<file path="src/rtl/psg_pkg.sv">
// Shared types and helpers for the pulse frame sequencer.
// Latency: n/a (types and elaboration-time functions only).
// Backpressure: n/a. PSG_ACK_SAMPLE_EN selects the guard-bit level (released '1' vs driven '0').
package psg_pkg;

  typedef enum logic [1:0] {
    IDLE  = 2'd0,
    SHIFT = 2'd1,
    GAP   = 2'd2
  } state_t;

`ifdef PSG_ACK_SAMPLE_EN
  // Guard bit releases the line so the receiver can pull it low as an ack.
  localparam logic GUARD_BIT = 1'b1;
`else
  localparam logic GUARD_BIT = 1'b0;
`endif

  // Start bit + 9 bits per byte (8 data + guard) + tail.
  function automatic int frame_len(input int num_bytes, input int tail_len);
    return 1 + 9 * num_bytes + tail_len;
  endfunction

  // Select-field width; at least one bit even for a single entry.
  function automatic int width_of(input int n);
    return (n > 1) ? $clog2(n) : 1;
  endfunction

endpackage

</file>
<file path="src/rtl/pulse_frame_sequencer_if.sv">
// Board-side bundle of the sequencer: trigger, slot select, table writes, serial lines, status.
// Latency: n/a (wiring only).
// Backpressure: none; cfg writes are fire-and-forget strobes accepted every cycle.
interface pulse_frame_sequencer_if #(
  parameter int NUM_SLOTS = 2,
  parameter int NUM_BYTES = 4
);
  import psg_pkg::*;

  localparam int SW = width_of(NUM_SLOTS);
  localparam int IW = width_of(NUM_BYTES);

  logic          trigger_in;
  logic [SW-1:0] slot_sel_in;
  logic          cfg_we_in;
  logic [SW-1:0] cfg_slot_in;
  logic [IW-1:0] cfg_idx_in;
  logic [7:0]    cfg_data_in;
  logic          sda_in;
  logic          sclk_out;
  logic          sclk_stgr_out;
  logic          pulse_out;
  logic          busy_out;
  logic          done_out;
  logic          ack_err_out;

  modport master (
    output trigger_in, slot_sel_in, cfg_we_in, cfg_slot_in, cfg_idx_in, cfg_data_in, sda_in,
    input  sclk_out, sclk_stgr_out, pulse_out, busy_out, done_out, ack_err_out
  );

  modport slave (
    input  trigger_in, slot_sel_in, cfg_we_in, cfg_slot_in, cfg_idx_in, cfg_data_in, sda_in,
    output sclk_out, sclk_stgr_out, pulse_out, busy_out, done_out, ack_err_out
  );

endinterface

</file>
<file path="src/rtl/psg_clk_tick.sv">
// Serial-clock timebase: half-period counter, phase flag, bit-boundary and stagger-tap strobes.
// Latency: strobes are combinational from the counter; counting starts the cycle after run rises.
// Backpressure: none; run=0 holds the counter at its start point.
module psg_clk_tick #(
  parameter int CLK_DIV = 60
) (
  input  logic clk_in,
  input  logic reset_in,
  input  logic run,
  output logic phase,
  output logic half_end,
  output logic bit_end,
  output logic mid_tap
);

  localparam int HW = $clog2(CLK_DIV);
  localparam logic [HW-1:0] HC_LAST = HW'(CLK_DIV - 1);
  localparam logic [HW-1:0] HC_MID  = HW'(CLK_DIV / 2 - 1);

  logic [HW-1:0] hc;

  // Count half periods; phase 0 = serial clock low, 1 = high.
  always_ff @(posedge clk_in) begin
    if (reset_in || !run) begin
      hc    <= '0;
      phase <= 1'b0;
    end else if (hc == HC_LAST) begin
      hc    <= '0;
      phase <= ~phase;
    end else begin
      hc <= hc + 1'b1;
    end
  end

  assign half_end = run && (hc == HC_LAST);
  assign bit_end  = half_end && phase;
  // Halfway through a half period: stagger edge point, and ack sample point in the high phase.
  assign mid_tap  = run && (hc == HC_MID);

endmodule

</file>
<file path="src/rtl/pulse_frame_sequencer.sv">
// Button-triggered bit-serial frame generator with slot-selectable byte table (macro PSG_ACK_SAMPLE_EN).
// Latency: start bit on pulse_out 3 clk_in cycles after the trigger_in falling edge.
// Backpressure: triggers outside IDLE are dropped; table writes are accepted in every state.
module pulse_frame_sequencer
  import psg_pkg::*;
#(
  parameter int                  CLK_DIV      = 60,
  parameter int                  NUM_BYTES    = 4,
  parameter int                  NUM_SLOTS    = 2,
  parameter int                  TAIL_LEN     = 3,
  parameter logic [TAIL_LEN-1:0] TAIL_PATTERN = 3'b010
) (
  input logic                     clk_in,
  input logic                     reset_in,
  pulse_frame_sequencer_if.slave  bus
);

  localparam int FL = frame_len(NUM_BYTES, TAIL_LEN);
  localparam int BW = $clog2(FL);
  localparam int SW = width_of(NUM_SLOTS);
  localparam logic [BW-1:0] BIT_LAST = BW'(FL - 1);

  state_t        state;
  logic [BW-1:0] bit_cnt;
  logic [FL-1:0] shreg;
  logic [FL-1:0] frame_vec;
  logic [SW-1:0] sel_slot;
  logic [2:0]    trig_sync;
  logic          trig_fall;
  logic          pulse_q, sclk_q, stgr_q, busy_q, done_q;
  logic          run, phase, half_end, bit_end, mid_tap;
  logic [7:0]    byte_tbl [NUM_SLOTS][NUM_BYTES];

  // Two flops bring the button into clk_in; the third holds the previous level for edge detect.
  always_ff @(posedge clk_in) begin
    if (reset_in) trig_sync <= 3'b111;
    else          trig_sync <= {trig_sync[1:0], bus.trigger_in};
  end
  assign trig_fall = trig_sync[2] & ~trig_sync[1];

  // Byte table is deliberately not reset; out-of-range writes are dropped.
  always_ff @(posedge clk_in) begin
    if (bus.cfg_we_in && (int'(bus.cfg_slot_in) < NUM_SLOTS) && (int'(bus.cfg_idx_in) < NUM_BYTES))
      byte_tbl[bus.cfg_slot_in][bus.cfg_idx_in] <= bus.cfg_data_in;
  end

  // Assemble the whole frame from the selected slot, MSB = first bit on the wire.
  always_comb begin
    sel_slot  = (int'(bus.slot_sel_in) < NUM_SLOTS) ? bus.slot_sel_in : '0;
    frame_vec = '0;
    frame_vec[FL-1] = 1'b0;
    for (int b = 0; b < NUM_BYTES; b++) begin
      for (int i = 0; i < 8; i++)
        frame_vec[FL-2-9*b-i] = byte_tbl[sel_slot][b][7-i];
      frame_vec[FL-10-9*b] = GUARD_BIT;
    end
    frame_vec[TAIL_LEN-1:0] = TAIL_PATTERN;
  end

  assign run = (state != IDLE);

  psg_clk_tick #(.CLK_DIV(CLK_DIV)) u_tick (
    .clk_in   (clk_in),
    .reset_in (reset_in),
    .run      (run),
    .phase    (phase),
    .half_end (half_end),
    .bit_end  (bit_end),
    .mid_tap  (mid_tap)
  );

  // Frame FSM with all line outputs registered so they change exactly on bit/half-period edges.
  always_ff @(posedge clk_in) begin
    if (reset_in) begin
      state   <= IDLE;
      bit_cnt <= '0;
      shreg   <= '0;
      pulse_q <= 1'b1;
      sclk_q  <= 1'b1;
      stgr_q  <= 1'b1;
      busy_q  <= 1'b0;
      done_q  <= 1'b0;
    end else begin
      done_q <= 1'b0;
      unique case (state)
        IDLE: begin
          if (trig_fall) begin
            state   <= SHIFT;
            bit_cnt <= '0;
            shreg   <= frame_vec;
            pulse_q <= frame_vec[FL-1];
            sclk_q  <= 1'b0;
            stgr_q  <= 1'b1;
            busy_q  <= 1'b1;
          end
        end
        SHIFT: begin
          if (bit_end) begin
            if (bit_cnt == BIT_LAST) begin
              state   <= GAP;
              pulse_q <= 1'b1;
              sclk_q  <= 1'b1;
              stgr_q  <= 1'b1;
            end else begin
              bit_cnt <= bit_cnt + 1'b1;
              shreg   <= {shreg[FL-2:0], 1'b0};
              pulse_q <= shreg[FL-2];
              sclk_q  <= 1'b0;
            end
          end else if (half_end) begin
            sclk_q <= 1'b1;
          end
          // Staggered clock follows the phase half a half-period late, except in the start bit.
          if (mid_tap && (bit_cnt != '0))
            stgr_q <= phase;
        end
        GAP: begin
          if (bit_end) begin
            state  <= IDLE;
            busy_q <= 1'b0;
            done_q <= 1'b1;
          end
        end
        default: state <= IDLE;
      endcase
    end
  end

  assign bus.pulse_out     = pulse_q;
  assign bus.sclk_out      = sclk_q;
  assign bus.sclk_stgr_out = stgr_q;
  assign bus.busy_out      = busy_q;
  assign bus.done_out      = done_q;

`ifdef PSG_ACK_SAMPLE_EN
  logic ack_seen, ack_err_q, is_guard;

  always_comb begin
    is_guard = (int'(bit_cnt) >= 9) && (int'(bit_cnt) <= 9 * NUM_BYTES) && ((int'(bit_cnt) % 9) == 0);
  end

  // Collect any missing ack over the frame; publish it with done, clear it on the next start.
  always_ff @(posedge clk_in) begin
    if (reset_in) begin
      ack_seen  <= 1'b0;
      ack_err_q <= 1'b0;
    end else if ((state == IDLE) && trig_fall) begin
      ack_seen  <= 1'b0;
      ack_err_q <= 1'b0;
    end else if ((state == SHIFT) && mid_tap && phase && is_guard && bus.sda_in) begin
      ack_seen <= 1'b1;
    end else if ((state == GAP) && bit_end) begin
      ack_err_q <= ack_seen;
    end
  end

  assign bus.ack_err_out = ack_err_q;
`else
  logic unused_sda;
  assign unused_sda      = bus.sda_in;
  assign bus.ack_err_out = 1'b0;
`endif

endmodule

</file>
<file path="src/flat_wrapper.sv">
// flat-port wrapper written by rule: the top's interface ports become plain ports
module pulse_frame_sequencer_flat import psg_pkg::*;
#(
  parameter int                  CLK_DIV      = 60,
  parameter int                  NUM_BYTES    = 4,
  parameter int                  NUM_SLOTS    = 2,
  parameter int                  TAIL_LEN     = 3,
  parameter logic [TAIL_LEN-1:0] TAIL_PATTERN = 3'b010
)
  (clk_in, reset_in, bus_trigger_in, bus_slot_sel_in, bus_cfg_we_in, bus_cfg_slot_in, bus_cfg_idx_in, bus_cfg_data_in, bus_sda_in, bus_sclk_out, bus_sclk_stgr_out, bus_pulse_out, bus_busy_out, bus_done_out, bus_ack_err_out);
  pulse_frame_sequencer_if #(.NUM_SLOTS(NUM_SLOTS), .NUM_BYTES(NUM_BYTES)) bus_i ();
  input logic clk_in;
  input logic reset_in;
  input wire logic [$bits(bus_i.trigger_in)-1:0] bus_trigger_in;
  input wire logic [$bits(bus_i.slot_sel_in)-1:0] bus_slot_sel_in;
  input wire logic [$bits(bus_i.cfg_we_in)-1:0] bus_cfg_we_in;
  input wire logic [$bits(bus_i.cfg_slot_in)-1:0] bus_cfg_slot_in;
  input wire logic [$bits(bus_i.cfg_idx_in)-1:0] bus_cfg_idx_in;
  input wire logic [$bits(bus_i.cfg_data_in)-1:0] bus_cfg_data_in;
  input wire logic [$bits(bus_i.sda_in)-1:0] bus_sda_in;
  output wire logic [$bits(bus_i.sclk_out)-1:0] bus_sclk_out;
  output wire logic [$bits(bus_i.sclk_stgr_out)-1:0] bus_sclk_stgr_out;
  output wire logic [$bits(bus_i.pulse_out)-1:0] bus_pulse_out;
  output wire logic [$bits(bus_i.busy_out)-1:0] bus_busy_out;
  output wire logic [$bits(bus_i.done_out)-1:0] bus_done_out;
  output wire logic [$bits(bus_i.ack_err_out)-1:0] bus_ack_err_out;
  assign bus_i.trigger_in = bus_trigger_in;
  assign bus_i.slot_sel_in = bus_slot_sel_in;
  assign bus_i.cfg_we_in = bus_cfg_we_in;
  assign bus_i.cfg_slot_in = bus_cfg_slot_in;
  assign bus_i.cfg_idx_in = bus_cfg_idx_in;
  assign bus_i.cfg_data_in = bus_cfg_data_in;
  assign bus_i.sda_in = bus_sda_in;
  assign bus_sclk_out = bus_i.sclk_out;
  assign bus_sclk_stgr_out = bus_i.sclk_stgr_out;
  assign bus_pulse_out = bus_i.pulse_out;
  assign bus_busy_out = bus_i.busy_out;
  assign bus_done_out = bus_i.done_out;
  assign bus_ack_err_out = bus_i.ack_err_out;
  pulse_frame_sequencer #(.CLK_DIV(CLK_DIV), .NUM_BYTES(NUM_BYTES), .NUM_SLOTS(NUM_SLOTS), .TAIL_LEN(TAIL_LEN), .TAIL_PATTERN(TAIL_PATTERN)) u_core (.clk_in(clk_in), .reset_in(reset_in), .bus(bus_i));
endmodule
</file>
<file path="config.mk">
export PLATFORM = sky130hd
export DESIGN_NAME = pulse_frame_sequencer_flat
export DESIGN_NICKNAME = d
export VERILOG_FILES = /design/src/rtl/psg_pkg.sv /design/src/rtl/pulse_frame_sequencer_if.sv /design/src/rtl/psg_clk_tick.sv /design/src/rtl/pulse_frame_sequencer.sv /design/src/flat_wrapper.sv
export SDC_FILE = /design/constraint.sdc
export NUM_CORES = 1
export LEC_CHECK = 0
export ABC_AREA = 1
export CORE_ASPECT_RATIO = 1.5
export CORE_MARGIN = 2
export CORE_UTILIZATION = 50
export DETAILED_ROUTE_END_ITERATION = 7
export GPL_TIMING_DRIVEN = 0
export HOLD_SLACK_MARGIN = 0.03
export PLACE_DENSITY = 0.7
export SLEW_MARGIN = 25
export SYNTH_ARGS = -nofsm -noshare
export SYNTH_HDL_FRONTEND = slang
export SYNTH_HIERARCHICAL = 1
export SYNTH_SLANG_ARGS = --single-unit
</file>
<file path="constraint.sdc">
create_clock -name clk_in -period 1.99 [get_ports clk_in]
set_clock_uncertainty 0.1 [all_clocks]
set_input_delay 0.199 -clock clk_in [delete_from_list [all_inputs] [get_ports clk_in]]
set_output_delay 0.199 -clock clk_in [all_outputs]
set_load 0.1 [all_outputs]
</file>
==> results.sh <==
export IMPL_status="complete, but fails checks"
export IMPL_violations="negative setup slack"
export IMPL_clk_pin_slew_worst_paths_ns=0.06
export IMPL_first_global_vias=4244
export IMPL_switching_share_pct=24.4
export IMPL_io_pins=23
export IMPL_hold_path_class="primary input to flip-flop"
export IMPL_p_sw_mw=1.57
export IMPL_start_util_pct=51.3
export IMPL_cp_max_fo=5
export IMPL_ant_nets=0
export IMPL_ctsHoldBuffers=0
export IMPL_finalCriticalPeriod_ns=2.00
export IMPL_fillCellCount=781
export IMPL_post_place_ws_ns=-0.282
export IMPL_worstSkewPairLatency_ns=0.42
export IMPL_multiInputGateArea_um2=2060
export IMPL_synth_area_leaders="edfxtp_1 36%, dfxtp_1 23%, o21ai_0 7.9%"
export IMPL_power_density_nw_per_um2=923
export IMPL_endpoint_kind="flip-flop"
export IMPL_setup_viol=4
export IMPL_htree_levels=4
export IMPL_drt_initial_drc_count=262
export IMPL_critPathTopFamily="simple AND/OR/NAND/NOR gates"
export IMPL_maxCapViolCount=0
export IMPL_async_flop_share_pct=0
export IMPL_yosys_warnings=6
export IMPL_clkPwrFrac_pct=47.4
export IMPL_ir_worst_vdd_mv=0.679
export IMPL_slew_viol_final=0
export IMPL_fin_ws_ns=-0.0141
export IMPL_first_pass_iters=8
export IMPL_chipHeight_um=131
export IMPL_worstMarginPinSlew_ns=0.973
export IMPL_fin_crit_sh_pct=101
export IMPL_route_detailed_drc=0
export IMPL_gp_routability_congestion=0.842
export IMPL_hold_viol=0
export IMPL_intPower_mw=4.86
export IMPL_cpPeakStageDelay_ns=0.35
export IMPL_rows=46
export IMPL_cts_root_buffer="clkbuf_16"
export IMPL_clock_sinks=125
export IMPL_dp_hpwl_mm=8.23
export IMPL_worstPathRequired_ns=2.20
export IMPL_grt_pass1_wl_mm=20.9
export IMPL_grtUsageTotal_pct=23.9
export IMPL_ys_seq_elements=125
export IMPL_syn_to_final_growth_pct=28.9
export IMPL_dr_total_vias=4160
export IMPL_die_area_um2=11700
export IMPL_die_w_um=88.9
export IMPL_yosys_area_top_type="edfxtp_1"
export IMPL_pwr_share_comb_pct=8.5
export IMPL_synth_nets=600
export IMPL_cpMaxStageDelayCell="dfxtp_2"
export IMPL_crit_type="flip-flop to flip-flop"
export IMPL_antenna_found_initial=0
export IMPL_finalWirelength_mm=13.1
export IMPL_pwr_share_seq_pct=44.1
export IMPL_gr_total_overflow=0
export IMPL_avgSynthCellArea_um2=9.34
export IMPL_synth_top_cell_area_share_pct=35.5
export IMPL_fmax_ghz=0.499
export IMPL_startpoint_type="flip-flop"
export IMPL_layout_nets=664
export IMPL_post_route_util_pct=66.2
export IMPL_seqCellArea_um2=3150
export IMPL_synth_edf_count=64
export IMPL_rsz0062_at_grt="yes"
export IMPL_maxSlewHeadroom_pct=35.4
export IMPL_core_um2=10500
export IMPL_arrival_ns=2.21
export IMPL_grt_max_degree=17
export IMPL_cts_made_buffers=17
export IMPL_drt_vias_per_instance=5.20
export IMPL_clockBufferDepth=2
export IMPL_path_cells="ha_4 > nand3_4 > nor2_4 > and3_4 > inv_4 > o21ai_4 > buf_4 > buf_6 > nand2_4 > buf_8 > o21ai_0 > nor2_1"
export IMPL_synth_cells=579
export IMPL_diodes=0
export IMPL_avgRoutedWirePerCell_um=16.4
export IMPL_ys_types=37
export IMPL_synth_area_um2=5410
export IMPL_cts_tree="yes"
export IMPL_synthFlopType="edfxtp_1"
export IMPL_synth_top_cells_by_count="106 x nand2_1, 85 x o21ai_0, 73 x nor2_1"
export IMPL_ys_seq_area_share_pct=58.1
export IMPL_io_buffers=19
export IMPL_total_leakage_power_nw=2.59
export IMPL_drive_gt1_share_pct=27.0
export IMPL_path_buf_inv=4
export IMPL_synthMostInstantiatedCell="nand2_1"
final timing paths:
| path | start | to | cells past startpoint | slack [ns] |
|---|---|---|---|---|
| worst max-delay path | u_core/u_tick/hc[1]$_SDFF_PP0_ | u_core/shreg[30]$_SDFFE_PP0P_ | 12 | -0.01 |
| worst min-delay path | bus_trigger_in | u_core/trig_sync[0]$_SDFF_PP1_ | 2 | 0.24 |
| worst max register to register | u_core/u_tick/hc[1]$_SDFF_PP0_ | u_core/shreg[30]$_SDFFE_PP0P_ | 12 | -0.01 |
| worst min register to register | u_core/trig_sync[0]$_SDFF_PP1_ | u_core/trig_sync[1]$_SDFF_PP1_ | 1 | 0.33 |
layer usage:
metal | global-route usage (%) | vias up | share of wire (%)
li1 | - | 2037 | -
met1 | 24.9 | 1994 | 38
met2 | 43.6 | 95 | 56
met3 | 6.28 | 34 | 3.1
met4 | 9.51 | 0 | 3.0
met5 | 0 | - | 0
repair_timing:
item / 4_1_cts / 5_1_grt
resized for setup: 83 / 20
cloned: 8 / 0
buffers inserted: 19 / 3
setup endpoints to repair: 48 / 44
pin swaps: 22 / 24
logic make-up (layout without fill, tap and decap cells):
| group | after synthesis | count (layout) | synth area share [%] |
|---|---|---|---|
| adders and majority gates | 4 | 4 | 0.926 |
| other | 1 | 1 | 0.0694 |
| buffers and inverters | 86 | 162 | 8.01 |
| DFF | 125 | 125 | 58.1 |
| and+or+nand+nor | 240 | 241 | 19.8 |
| AOI/OAI and AO/OA | 122 | 122 | 12.9 |
| xor gates and xnor gates | 1 | 1 | 0.162 |
placed cells by master (no fill, tap or decap), types with 6 or more instances in the layout:
cell type / n
dfxtp_1: 57
a21oi_2: 20
nand3_1: 17
nand2_1: 98
edfxtp_1: 64
o21ai_2: 18
o21ai_0: 67
inv_1: 51
nand2_2: 16
buf_4: 15
nor2_1: 70
clkbuf_1: 8
buf_2: 6
a21oi_1: 6
nand2_4: 12
nor2_2: 8
buf_16: 6
buf_6: 6
o21ai_1: 6
clkdlybuf4s50_1: 14
clkbuf_16: 17
state kept, by name, summed over array words and instances, names as in the netlist:
name and cells:
u_core/bus.done_out 1, u_core/u_tick/hc 6, u_core/state 2, u_core/trig_sync 3
u_core/bus.busy_out 1, u_core/byte_tbl 64, u_core/bus.sclk_stgr_out 1, u_core/u_tick/phase 1
u_core/bit_cnt 6, u_core/shreg 38, u_core/bus.sclk_out 1, u_core/bus.pulse_out 1
power by group through the flow:
stage | Clock (mW) | Combinational (mW) | Sequential, mW
final | 3.05 | 0.547 | 2.84
after global routing | 3.21 | 0.589 | 2.85
after CTS | 3.09 | 0.547 | 2.84
after detailed placement | 0 | 0.436 | 2.89
after global placement | 0 | 0.424 | 2.89
after floorplan | 0 | 0.260 | 2.92
stage by stage:
stage	hold WS (ns)	cell area, um^2	setup TNS [ns]	power, mW	std cells
final	0.242	6970	-0.0293	6.43	800
after global routing	0.240	6970	-1.61	6.65	800
after CTS	0.234	6980	-2.14	6.47	803
after detailed placement	0.308	5810	-10.25	3.33	744
after global placement	0.307	5780	-19.20	3.31	742
after floorplan	0.198	5410	0	3.18	579
final cells by class:
| cell class | instances | area share, % |
|---|---|---|
| well taps | 144 | 2.58 |
| multi-input cells | 369 | 29.6 |
| clock inverters | 15 | 2.32 |
| repair buffers | 48 | 8.56 |
| clock buffers | 17 | 6.10 |
| inverters | 58 | 3.27 |
| plain buffers | 24 | 2.37 |
| flip-flops and latches | 125 | 45.2 |
No activity file was read; power rests on OpenSTA's default activity.
